==> config.mk <==
export PLATFORM = sky130hd
export DESIGN_NAME = fft_cmd_sequencer
export DESIGN_NICKNAME = d
export VERILOG_FILES = /design/src/rtl/fft_cmd_sequencer_pkg.sv /design/src/rtl/fft_cmd_sequencer_watchdog.sv /design/src/rtl/fft_cmd_sequencer.sv
export SDC_FILE = /design/constraint.sdc
export NUM_CORES = 1
export LEC_CHECK = 0
export ABC_CLOCK_PERIOD_IN_PS = 5000
export BUFFER_PORTS_ARGS = -buffer_cell sky130_fd_sc_hd__buf_2
export CAP_MARGIN = 20
export CORE_MARGIN = 4
export CORE_UTILIZATION = 50
export CTS_CLUSTER_SIZE = 8
export DETAILED_ROUTE_END_ITERATION = 10
export GPL_ROUTABILITY_DRIVEN = 0
export HOLD_SLACK_MARGIN = 0.06
export PLACE_DENSITY = 0.7
export SYNTH_ARGS = -nofsm -noshare
export SYNTH_HDL_FRONTEND = slang
export SYNTH_SLANG_ARGS = --single-unit
==> constraint.sdc <==
create_clock -name i_fft_base_clock -period 5 [get_ports i_fft_base_clock]
set_input_delay 0.5 -clock i_fft_base_clock [delete_from_list [all_inputs] [get_ports i_fft_base_clock]]
set_output_delay 0.5 -clock i_fft_base_clock [all_outputs]
set_load 0.01 [all_outputs]
==> src/rtl/fft_cmd_sequencer_pkg.sv <==
// rtl/fft_cmd_sequencer_pkg.sv - shared types, defaults and helpers for the FFT command sequencer
package fft_cmd_sequencer_pkg;

  localparam int FSQ_SEQ_W        = 3;
  localparam int FSQ_MAX_PASSES   = 4;
  localparam int FSQ_PASS_W       = 2;
  localparam int FSQ_RESET_CYCLES = 4;
  localparam int FSQ_START_WAIT   = 15;
  localparam int FSQ_RUN_TIMEOUT  = 4095;

  typedef enum logic [2:0] {
    FSQ_IDLE      = 3'd0,
    FSQ_RST       = 3'd1,
    FSQ_START     = 3'd2,
    FSQ_WAIT_BUSY = 3'd3,
    FSQ_RUN       = 3'd4,
    FSQ_NEXT      = 3'd5,
    FSQ_DONE      = 3'd6,
    FSQ_ERR       = 3'd7
  } fsq_state_t;

  // Command word is {fft_reset, fft_start, sequence}; bit positions follow the sequence width.
  function automatic int cmd_reset_bit(input int seq_w);
    return seq_w + 1;
  endfunction

  function automatic int cmd_start_bit(input int seq_w);
    return seq_w;
  endfunction

  // The watchdog load is registered alongside the state change, so it lands one cycle
  // into the new state; the preset is therefore two less than the cycles to spend there.
  function automatic int wd_preset_cycles(input int cycles);
    return cycles - 2;
  endfunction

endpackage

==> src/rtl/fft_cmd_sequencer_watchdog.sv <==
// rtl/fft_cmd_sequencer_watchdog.sv - loadable saturating down-counter with clear and expiry flag
module fft_cmd_sequencer_watchdog #(
  parameter int CNT_W = 12
) (
  input  logic             clk,
  input  logic             rst_n,
  input  logic             clear,
  input  logic             load,
  input  logic [CNT_W-1:0] preset,
  output logic             expired
);

  logic [CNT_W-1:0] count;

  // Load takes priority, then clear; otherwise count down and stick at zero.
  always_ff @(posedge clk or negedge rst_n) begin
    if (!rst_n) begin
      count <= '0;
    end else if (load) begin
      count <= preset;
    end else if (clear) begin
      count <= '0;
    end else if (count != '0) begin
      count <= count - 1'b1;
    end
  end

  // A pending load masks expiry so a freshly entered state never sees a stale zero.
  assign expired = !load && (count == '0);

endmodule

==> src/rtl/fft_cmd_sequencer.sv <==
// rtl/fft_cmd_sequencer.sv - per-pass reset/start/wait sequencer driving the 1-D FFT command bus
module fft_cmd_sequencer
  import fft_cmd_sequencer_pkg::*;
#(
  parameter int SEQ_W        = FSQ_SEQ_W,
  parameter int MAX_PASSES   = FSQ_MAX_PASSES,
  parameter int PASS_W       = FSQ_PASS_W,
  parameter int RESET_CYCLES = FSQ_RESET_CYCLES,
  parameter int START_WAIT   = FSQ_START_WAIT,
  parameter int RUN_TIMEOUT  = FSQ_RUN_TIMEOUT
) (
  input  logic                        i_fft_base_clock,
  input  logic                        i_fft_reset_n,
  input  logic                        i_req,
  input  logic                        i_inverse,
  input  logic [PASS_W:0]             i_pass_count,
  input  logic [SEQ_W*MAX_PASSES-1:0] i_seq_list,
  input  logic                        i_fft_busy,
  output logic [SEQ_W+1:0]            command,
  output logic                        controlIFFT,
  output logic                        o_ack,
  output logic                        o_done,
  output logic                        o_error,
  output logic                        o_busy,
  output logic [PASS_W-1:0]           o_pass_idx
);

  localparam int CMD_W         = SEQ_W + 2;
  localparam int CMD_RESET_BIT = cmd_reset_bit(SEQ_W);
  localparam int CMD_START_BIT = cmd_start_bit(SEQ_W);
  localparam int CNT_W         = $clog2(RUN_TIMEOUT + 1);

  localparam logic [CNT_W-1:0]  RST_PRESET  = CNT_W'(wd_preset_cycles(RESET_CYCLES));
  localparam logic [CNT_W-1:0]  WAIT_PRESET = CNT_W'(wd_preset_cycles(START_WAIT));
  localparam logic [CNT_W-1:0]  RUN_PRESET  = CNT_W'(wd_preset_cycles(RUN_TIMEOUT));
  localparam logic [PASS_W:0]   MAX_CNT     = (PASS_W + 1)'(MAX_PASSES);

  function automatic logic [CMD_W-1:0] cmd_word(input logic rst, input logic start,
                                                input logic [SEQ_W-1:0] seq);
    logic [CMD_W-1:0] w;
    w                = '0;
    w[CMD_RESET_BIT] = rst;
    w[CMD_START_BIT] = start;
    w[SEQ_W-1:0]     = seq;
    return w;
  endfunction

  fsq_state_t                  state;
  logic [PASS_W:0]             pass_cnt_q;
  logic [SEQ_W*MAX_PASSES-1:0] seq_q;
  logic                        wd_load;
  logic [CNT_W-1:0]            wd_preset;
  logic                        wd_clear;
  logic                        wd_expired;
  logic [PASS_W-1:0]           nxt_idx;
  logic [SEQ_W-1:0]            cur_seq;
  logic [SEQ_W-1:0]            nxt_seq;
  logic                        last_pass;

  assign nxt_idx   = o_pass_idx + 1'b1;
  assign cur_seq   = seq_q[o_pass_idx * SEQ_W +: SEQ_W];
  assign nxt_seq   = seq_q[nxt_idx * SEQ_W +: SEQ_W];
  assign last_pass = (({1'b0, o_pass_idx}) + 1'b1) == pass_cnt_q;
  assign wd_clear  = (state == FSQ_IDLE);

  fft_cmd_sequencer_watchdog #(
    .CNT_W(CNT_W)
  ) u_watchdog (
    .clk    (i_fft_base_clock),
    .rst_n  (i_fft_reset_n),
    .clear  (wd_clear),
    .load   (wd_load),
    .preset (wd_preset),
    .expired(wd_expired)
  );

  // Sequencer FSM: every output is set on the edge that enters the state it belongs to.
  always_ff @(posedge i_fft_base_clock or negedge i_fft_reset_n) begin
    if (!i_fft_reset_n) begin
      state       <= FSQ_IDLE;
      command     <= cmd_word(1'b1, 1'b0, '0);
      controlIFFT <= 1'b0;
      o_ack       <= 1'b0;
      o_done      <= 1'b0;
      o_error     <= 1'b0;
      o_busy      <= 1'b0;
      o_pass_idx  <= '0;
      pass_cnt_q  <= '0;
      seq_q       <= '0;
      wd_load     <= 1'b0;
      wd_preset   <= '0;
    end else begin
      o_ack   <= 1'b0;
      o_done  <= 1'b0;
      wd_load <= 1'b0;
      case (state)
        FSQ_IDLE: begin
          command     <= '0;
          controlIFFT <= 1'b0;
          o_busy      <= 1'b0;
          if (i_req) begin
            o_ack       <= 1'b1;
            o_error     <= 1'b0;
            o_busy      <= 1'b1;
            o_pass_idx  <= '0;
            pass_cnt_q  <= i_pass_count;
            seq_q       <= i_seq_list;
            controlIFFT <= i_inverse;
            if (i_pass_count == '0) begin
              state <= FSQ_DONE;
            end else if (i_pass_count > MAX_CNT) begin
              state   <= FSQ_ERR;
              o_error <= 1'b1;
              command <= cmd_word(1'b1, 1'b0, '0);
            end else begin
              state     <= FSQ_RST;
              command   <= cmd_word(1'b1, 1'b0, i_seq_list[SEQ_W-1:0]);
              wd_load   <= 1'b1;
              wd_preset <= RST_PRESET;
            end
          end
        end
        FSQ_RST: begin
          if (wd_expired) begin
            state   <= FSQ_START;
            command <= cmd_word(1'b0, 1'b1, cur_seq);
          end
        end
        FSQ_START: begin
          state     <= FSQ_WAIT_BUSY;
          wd_load   <= 1'b1;
          wd_preset <= WAIT_PRESET;
        end
        FSQ_WAIT_BUSY: begin
          if (i_fft_busy) begin
            state     <= FSQ_RUN;
            command   <= cmd_word(1'b0, 1'b0, cur_seq);
            wd_load   <= 1'b1;
            wd_preset <= RUN_PRESET;
          end else if (wd_expired) begin
            state   <= FSQ_ERR;
            o_error <= 1'b1;
            command <= cmd_word(1'b1, 1'b0, '0);
          end
        end
        FSQ_RUN: begin
          if (!i_fft_busy) begin
            state <= FSQ_NEXT;
          end else if (wd_expired) begin
            state   <= FSQ_ERR;
            o_error <= 1'b1;
            command <= cmd_word(1'b1, 1'b0, '0);
          end
        end
        FSQ_NEXT: begin
          if (last_pass) begin
            state   <= FSQ_DONE;
            command <= '0;
          end else begin
            state      <= FSQ_RST;
            o_pass_idx <= nxt_idx;
            command    <= cmd_word(1'b1, 1'b0, nxt_seq);
            wd_load    <= 1'b1;
            wd_preset  <= RST_PRESET;
          end
        end
        FSQ_DONE: begin
          state       <= FSQ_IDLE;
          o_done      <= 1'b1;
          o_busy      <= 1'b0;
          controlIFFT <= 1'b0;
          command     <= '0;
        end
        FSQ_ERR: begin
          o_error <= 1'b1;
          if (!i_req) begin
            state       <= FSQ_IDLE;
            o_busy      <= 1'b0;
            controlIFFT <= 1'b0;
            command     <= '0;
          end
        end
        default: begin
          state <= FSQ_IDLE;
        end
      endcase
    end
  end

endmodule

==> summary.md <==
| Metric | Value |
|---|---|
| Final min period | `around 2.8 ns` |
| Drt first pass iters | `4` |
| Post-DR vias/cell | `~5.8` |
| Tot Pwr | `2.13 mW` |
| CORE AREA | `5200 um2` |
| Hold Path Class | `in -> async` |
| Root buffer cell | `clkbuf_8` |
| Overflow after GRT | `0` |
| Final period util | `between 50 and 60%` |
| Final setup vio count | `0` |
| Fmax | `351 MHz` |
| Fin. max-slew vios | `0` |
| Crit path max fanout | `14` |
| Met2 GRT Util | `between 30% and 40%` |
| Sequential share of the synthesized area | `42.2%` |
| Critical path type | `reg -> reg` |
| Largest cells by area after synthesis | `dfrtp_1 41%, mux2_2 6.6%, o21ai_0 5.1%` |
| Die Y | `81.9 um` |
| Die Outline Area | `about 6700 um2` |
| Area growth syn-to-layout | `11.5%` |
| GRT met1 Usage | `roughly a quarter` |
| Most used flip-flop cell after synthesis | `dfrtp_1` |
| Synth cell types | `50` |
| RSZ-0062 raised after global routing | `false` |
| DR DRC count | `0` |
| Worst VDD drop | `approximately 300 uV` |
| Leak | `between 1 and 1.5 nW` |
| Chip Width | `a little over 80 um` |
| Power per cell area | `698 nW/um2` |
| TritonCTS buffer count | `5` |
| Synthesized area per cell | `9.68 um2` |
| Routed WL | `around 6000 um` |
| Worst Setup End Kind | `flop` |
| Top cell type by total area after synthesis | `dfrtp_1` |
| Worst Clk Skew | `between 0.009 and 0.01 ns` |
| Reg2Reg Depth | `6` |
| DR vias | `approximately 2,200` |
| Reg-to-reg endpoint | `seq_q[2]` |
| CTS HTree Levels | `2` |
| Routed Antenna Nets | `0` |
| Max clock buf depth | `2` |
| Sink Count | `between 40 and 50` |
| Most frequent cells in the layout | `45 x dfrtp_1, 31 x buf_2, 28 x o21ai_0` |
| Worst r2r src | `state[0]` |
| Setup TNS | `0 ns` |
| Startpoint types | `flop` |
| Share of cells above drive strength 1 | `between 20% and 30%` |
| Post-CTS Hold Buffers | `0` |
| First-pass GRT wire length | `10,100 um` |
| Post-synthesis register bit count | `46` |
| Arr. time, crit path | `about 3.0 ns` |
| Worst slew margin | `54.5%` |
| Post-CTS Setup Inserts | `0` |
| Row cnt | `26` |
| DP HPWL | `around 4300 um` |
| YS warnings | `0` |
| Clk_lat worst skew | `just over 0.3 ns` |
| Iter 0 DRT Violations | `between 100 and 150` |
| Final hold violations | `0` |
| TritonCTS clock tree | `built` |
| Post-Syn Instances | `282` |
| Synth top area share | `41.2%` |
| Commonest non-fill, non-tap cell in the layout | `dfrtp_1` |
| GRT Util Overall | `between 15 and 20%` |
| Met3 usage | `~4.3%` |
| Placed cells | `roughly 370` |
| Port buffer count | `31` |
| Initial core utilization | `between 50 and 60%` |
| EDFF count, synth | `0` |
| Syn Nets | `between 300 and 400` |
| Cts repair resizes | `0` |
| Post-Syn Area | `approximately 2700 um2` |
| Busiest grt layer | `met2` |
| Clock-pin slew on the worst setup and hold paths | `0.09 ns` |
| Antenna violations before repair | `0` |
| R2R Setup Slk | `between 2 and 2.5 ns` |
| Wire per inst | `15.9 um` |
| Largest net degree at the start of global routing | `47` |
| Vias in the first global route | `2,085` |
| Status | `completed` |
| Max-cap violations | `0` |
| Worst path required time | `between 5 and 6 ns` |
| # nets final | `336` |
| # diodes | `0` |
| Worst Tran Pin Value | `between 0.6 and 0.7 ns` |
| I/O pin cnt | `32` |
| Final Non-Filler Cells | `around 380` |
| FFs w/ async S/R, synth | `100%` |
==> power by group <==
| group | switching (mW) | leakage [nW] | internal, mW |
|---|---|---|---|
| registers | 0.160 | 0.573 | 0.542 |
| logic | 0.603 | 0.777 | 0.544 |
| clock network | 0.127 | 0.0524 | 0.150 |
==> state kept, by name, summed over array words and instances (netlist names), 2 cells and up <==
register	flops
command	5
o_pass_idx	2
pass_cnt_q	3
seq_q	12
state	3
u_watchdog.count	12
wd_preset	3
==> synth_stat cells (3+ instances only) <==
cell type	n
mux4_2	6
a21o_1	3
nor3_1	8
o221ai_1	4
nand3_1	6
ha_1	9
nor2_1	22
clkbuf_1	12
o31ai_1	3
mux2_2	16
nand2_1	18
nor4_1	3
dfrtp_1	45
o21ai_0	28
a32o_1	3
xnor2_1	5
nand2b_1	3
inv_1	23
a21oi_1	16
xor2_1	3
or4_4	3
a31oi_1	6
==> area by class of cell <==
| type | instances | area (um2) |
|---|---|---|
| Clock buffer | 7 | 76.3 |
| Clock inverter | 1 | 30.0 |
| Fill cell | 474 | 2160 |
| Inverter | 23 | 86.3 |
| Multi-Input combinational cell | 197 | 1420 |
| Sequential cell | 46 | 1150 |
| Tap cell | 70 | 87.6 |
| Timing Repair Buffer | 34 | 190 |
==> metrics by stage <==
stage                     instance area [um2]  util (%)  worst slack (ns)  hold slack [ns]
after floorplan                          2730         -              2.76            0.204
after global placement                   2920      56.1              2.28            0.484
after detailed placement                 2920      56.1              2.19            0.485
after CTS                                3030      58.1              2.17            0.412
after global routing                     3050      58.5              1.92            0.146
final                                    3050      58.5              2.15            0.122
==> logic make-up (layout without fill, tap and decap cells) <==
logic type / Yosys count / in the layout / share of synthesized area (%)
adder cells (fa/ha/maj): 9 / 9 / 4.12
buffers and inverters: 39 / 65 / 5.68
XOR/XNOR: 8 / 8 / 2.57
flip-flops: 46 / 46 / 42.2
multiplexers: 24 / 24 / 12.3
AND/OR/NAND/NOR: 76 / 76 / 13.9
AO/OA/AOI/OAI: 80 / 80 / 19.2
==> worst max-delay path by stage <==
stage | startpoint | endpoint | slack (ns) | cells past startpoint
floorplan | state[0] | command[0] | 2.76 | 6
global placement | state[0] | seq_q[8] | 2.28 | 6
detailed placement | state[0] | pass_cnt_q[1] | 2.19 | 6
CTS | state[0] | seq_q[9] | 2.17 | 6
global route | state[0] | seq_q[9] | 1.92 | 6
finish | state[0] | seq_q[2] | 2.15 | 6
==> layer usage <==
layer	part of all wire, %	routed length [um]
met1	45	2670
met5	0	0
met4	2.3	136
met2	47	2810
met3	6.3	379
==> worst max-delay path, cell delays in order, from the launching register on <==
cell	delay (ns)
dfrtp_1	0.44
inv_1	0.13
ha_1	0.40
nor2b_1	0.56
nand2_1	0.31
inv_1	0.48
mux2_2	0.39
Power figures use the tool's default switching activity.
